File: config.mk
export PLATFORM = sky130hd
export DESIGN_NAME = bcd_result_fix
export DESIGN_NICKNAME = d
export VERILOG_FILES = /design/src/rtl/bcd_result_fix.sv
export SDC_FILE = /design/constraint.sdc
export NUM_CORES = 1
export LEC_CHECK = 0
export ABC_AREA = 0
export CAP_MARGIN = 20
export CORE_MARGIN = 2
export CORE_UTILIZATION = 30
export DETAILED_ROUTE_END_ITERATION = 8
export HOLD_SLACK_MARGIN = 0.12
export PLACE_DENSITY_LB_ADDON = 0.05
export SLEW_MARGIN = 15
export SYNTH_ARGS = -nofsm -noshare
export SYNTH_HDL_FRONTEND = slang
export SYNTH_SLANG_ARGS = --single-unit
File: constraint.sdc
create_clock -name clk -period 3.4 [get_ports clk]
set_clock_uncertainty 0.2 [all_clocks]
set_input_delay 0.68 -clock clk [delete_from_list [all_inputs] [get_ports clk]]
set_output_delay 0.68 -clock clk [all_outputs]
set_load 0.01 [all_outputs]
File: src/rtl/bcd_result_fix.sv
// bcd_result_fix: collects a DIGITS-digit BCD sum packet and applies the 9's-complement end-around fix.
// Optional BCD_FIX_ZERO_CLEAN_EN forces a zero magnitude to a positive sign.
module bcd_result_fix #(
    parameter int DIGITS = 4
) (
    input  logic                clk,
    input  logic                rst,
    input  logic                in_valid,
    output logic                in_ready,
    input  logic [3:0]          in_digit,
    input  logic                in_cout,
    input  logic                in_last,
    input  logic                in_sub,
    input  logic                in_sign,
    output logic                out_valid,
    input  logic                out_ready,
    output logic [4*DIGITS-1:0] out_mag,
    output logic                out_sign,
    output logic                out_ovf,
    output logic                out_err
);
    typedef enum logic [1:0] {COLLECT, FIX, OUT} state_t;
    localparam int CW = $clog2(DIGITS);
    state_t state, state_n;
    logic [CW-1:0] cnt;
    logic [3:0] dig [DIGITS];
    logic cy, sub, sgn, inc, rdy, err, ovf, osign;
    logic last, xfer, others_zero, sign_n;
    logic [3:0] d, fixd;
    assign last = cnt == CW'(DIGITS - 1);
    assign xfer = in_valid & rdy;
    assign d = dig[cnt];
    assign in_ready = rdy;
    assign out_valid = state == OUT;
    assign out_sign = osign;
    assign out_ovf = ovf;
    assign out_err = err;
    for (genvar g = 0; g < DIGITS; g++) begin : g_mag
        assign out_mag[4*g +: 4] = dig[g];
    end
    always_comb begin
        fixd = !sub ? d : !cy ? 4'd9 - d : (inc && d == 4'd9) ? 4'd0 : d + {3'b000, inc};
        others_zero = 1'b1;
        for (int i = 0; i < DIGITS; i++)
            if (CW'(i) != cnt && dig[i] != 4'd0) others_zero = 1'b0;
`ifdef BCD_FIX_ZERO_CLEAN_EN
        sign_n = (fixd == 4'd0 && others_zero) ? 1'b0 : (sub & ~cy) ? ~sgn : sgn;
`else
        sign_n = (sub & ~cy) ? ~sgn : sgn;
`endif
    end
    always_comb begin
        state_n = state;
        case (state)
            COLLECT: state_n = (xfer && last) ? FIX : COLLECT;
            FIX:     state_n = last ? OUT : FIX;
            OUT:     state_n = out_ready ? COLLECT : OUT;
            default: state_n = COLLECT;
        endcase
    end
    always_ff @(posedge clk) begin
        if (rst) begin
            state <= COLLECT;
            cnt   <= '0;
            for (int i = 0; i < DIGITS; i++) dig[i] <= 4'd0;
            {cy, sub, sgn, inc, rdy, err, ovf, osign} <= '0;
        end else begin
            state <= state_n;
            rdy   <= state_n == COLLECT;
            case (state)
                COLLECT: if (xfer) begin
                    dig[cnt] <= in_digit;
                    if (cnt == '0) {sub, sgn} <= {in_sub, in_sign};
                    if (in_last != last) err <= 1'b1;
                    if (last) begin
                        cy  <= in_cout;
                        inc <= 1'b1;
                        cnt <= '0;
                    end else cnt <= cnt + 1'b1;
                end
                FIX: begin
                    dig[cnt] <= fixd;
                    // increment keeps rippling only through a run of 9s
                    inc <= inc & (d == 4'd9);
                    cnt <= last ? '0 : cnt + 1'b1;
                    if (last) begin
                        osign <= sign_n;
                        ovf   <= ~sub & cy;
                    end
                end
                OUT: if (out_ready) begin
                    cnt <= '0;
                    err <= 1'b0;
                    ovf <= 1'b0;
                end
                default: cnt <= '0;
            endcase
        end
    end
endmodule

==> metrics <==
CP Data Required Time 3210 ps; setup tns final 0 ps; Starting DRT DRC Count 117; die area 0.00631 mm2; # setup viols final 0; Clk Latency, worst-skew pair 290 ps; outcome completed; Core Region about 0.0055 mm2; P&R area growth vs syn 27.6%; gate count after technology mapping approximately 170; DP HPWL 3520 um; Gates resized, CTS repair 0; max_cap viols 0; share of layout cells above drive strength 1 under 10%; Die W 79.4 um; total CTS buffers 5; antenna viol nets, final 0; hold_buf cts 0; clk sinks 30; Slew Viols, Final 0; Met3 Wirelength 191 um; gr usage total 15.6%; Synth Area per Inst 9.98 um2; main area contributors after synthesis edfxtp_1 (28%), dfxtp_1 (16%), a21oi_1 (5.3%); first-pass GRT wire length 7340 um; Design Power 0.796 mW; synth unique cells 43; post-synth net total 189; unrepaired setup endpoints after global routing no; Syn Std Cell Area 0.00171 mm2; Final nets approximately 220; worst slew pin tran 753 ps; CTS tree built; Root Driver clkbuf_8; initial antenna violation count 0; CP Capture Type flip-flop; DRT Pass-1 Iters 4; cell area power density 365 mW/mm2; total gr overflow 0; via count 1414; CP bufs+invs 1; Worst EP arrival about 2800 ps; Initial Util a little under a third; Worst-path clk slew 60 ps; routed len/inst 16.3 um; # Post-CTS Setup Buffers 0; antenna fix cells 0; Critical-path top delay cell mux4_1; vias per cell 5.10; fin crit share 88.7%; Worst path max stage delay between 600 and 700 ps; max layer used met4; FP Rows 27; #FFs+latches synth 30; I/O pin cnt 33; Crit Path Class flip-flop to flip-flop; LEAKAGE 0.766 nW; area leader, netlist edfxtp_1; Routed WL 4520 um; I/O Buffers 32; final-report hold violation count 0; clk buf depth 2; met1 WL 2130 um; Seq/Total Area, Yosys 44.6%; HP Class flip-flop to flip-flop; YS warnings 0; Slew HR about half; top-area cell type share of the netlist area 28.2%; pin count of the biggest net entering global routing 19; fin crit period 3020 ps; gpl congestion approximately 0.8; crit-path cells mux4_1 -> inv_1 -> ha_1 -> nand3_1 -> o22a_1 -> a31oi_1 -> nor4_1; crit path launch type flip-flop; number of global-route vias before repair 1366; Max Fclk ~0.33 GHz; met2 WL around 2100 um; critical path's top delay family compound AO/OA/AOI/OAI gates; H-tree levels 2; peak supply drop between 150 and 200 uV; CP Max Fanout 7; Vert. Die Dim 79.4 um; drt drc 0
-- path summary, 6_finish.rpt --
| check | start | to | slack (ps) | cells after the start |
|---|---|---|---|---|
| setup / recovery | flip-flop | dig[3][3]$_DFFE_PP_ | 380 | 7 |
| hold reg to reg | out_ovf$_SDFFE_PP0P_ | out_ovf$_SDFFE_PP0P_ | 270 | 2 |
| hold / removal | out_ovf$_SDFFE_PP0P_ | out_ovf$_SDFFE_PP0P_ | 270 | 2 |
| setup reg to reg | flip-flop | dig[3][3]$_DFFE_PP_ | 380 | 7 |
-- power by group --
| group | leakage (nW) | switching [mW] | internal, mW |
|---|---|---|---|
| Sequential | 0.280 | 0.0158 | 0.395 |
| Clock | 0.0416 | 0.137 | 0.140 |
| Combinational | 0.445 | 0.0522 | 0.0559 |
| Total | 0.766 | 0.205 | 0.591 |
-- placed cells by master, fill, tap and decap left out, types with 4 or more instances in the layout --
cell and instances:
nor4_1 5, nor3_1 5, a21oi_1 18, nor2b_1 6
nand2b_1 4, nor2_1 11, clkdlybuf4s50_1 32, a31oi_1 5
nand2_1 17, ha_1 6, nand3_1 4, edfxtp_1 16
inv_1 11, a211oi_1 4, clkbuf_8 5, dfxtp_1 14
-- layout make-up --
cell class / count / area, um2
inverters: 11 / 41.3
multi-input cells: 121 / 858
repair buffers: 35 / 343
clock inverters: 3 / 16.3
flip-flops and latches: 30 / 761
well taps: 72 / 90.1
clock buffers: 5 / 68.8
fillers: 531 / 3330
-- cell usage after synthesis --
library cell  number
a21oi_1           18
nand2_1           17
edfxtp_1          16
dfxtp_1           14
inv_1             11
nor2_1            11
ha_1               6
nor2b_1            6
a31oi_1            5
nor3_1             5
nor4_1             5
a211oi_1           4
buf_2              4
clkbuf_1           4
nand2b_1           4
nand3_1            4
mux4_1             3
or2_2              3
a21boi_0           2
mux2i_1            2
mux4_2             2
nor3b_1            2
o2111ai_1          2
xor2_1             2
a211o_1            1
a211oi_2           1
a22oi_1            1
a31o_2             1
and3b_1            1
buf_6              1
nand3b_1           1
nand4_1            1
nand4b_1           1
nor4bb_1           1
o2111ai_2          1
o21a_1             1
o21ai_2            1
o21bai_1           1
o221a_2            1
o22a_1             1
or2_0              1
or4_1              1
xnor2_1            1
-- cells by family (layout without fill, tap and decap cells) --
logic type	Yosys count	after routing	share of synthesized area [%]
buffers and inverters	20	54	5.13
muxes	7	7	8.43
and+or+nand+nor	64	64	19.5
DFF	30	30	44.6
AOI/OAI and AO/OA	41	41	16.4
xor gates and xnor gates	3	3	1.54
adders and majority gates	6	6	4.40
-- tightest hold or removal path, cell delays in order, from the launching register on --
cell and delay (ps):
dfxtp_1 310, nand3_1 60, a21oi_1 50
-- metrics by stage --
| step | instances | hold WS (ps) | setup WS [ps] | utilization (%) | area [um2] |
|---|---|---|---|---|---|
| final | 277 | 268 | 385 | 39.6 | 2180 |
| after global routing | 277 | 306 | 242 | 39.6 | 2180 |
| after CTS | 277 | 272 | 353 | 39.6 | 2180 |
| after detailed placement | 269 | 263 | 352 | 38.0 | 2090 |
| after global placement | 269 | 255 | 329 | 38.0 | 2090 |
| after floorplan | 171 | 249 | 891 | - | 1710 |
-- metal layers --
layer | track usage, % | up-vias
met1 | 21.5 | 677
met3 | 4.07 | 6
met2 | 23.6 | 31
li1 | - | 700
met5 | 0 | -
met4 | 5.17 | 0
-- sequential cells by signal (all words and copies together), names as in the netlist, named ones only --
register	flops
cnt	2
cy	1
dig	16
in_ready	1
inc	1
out_err	1
out_ovf	1
out_sign	1
sgn	1
state	2
sub	1
Power figures use the tool's default switching activity.
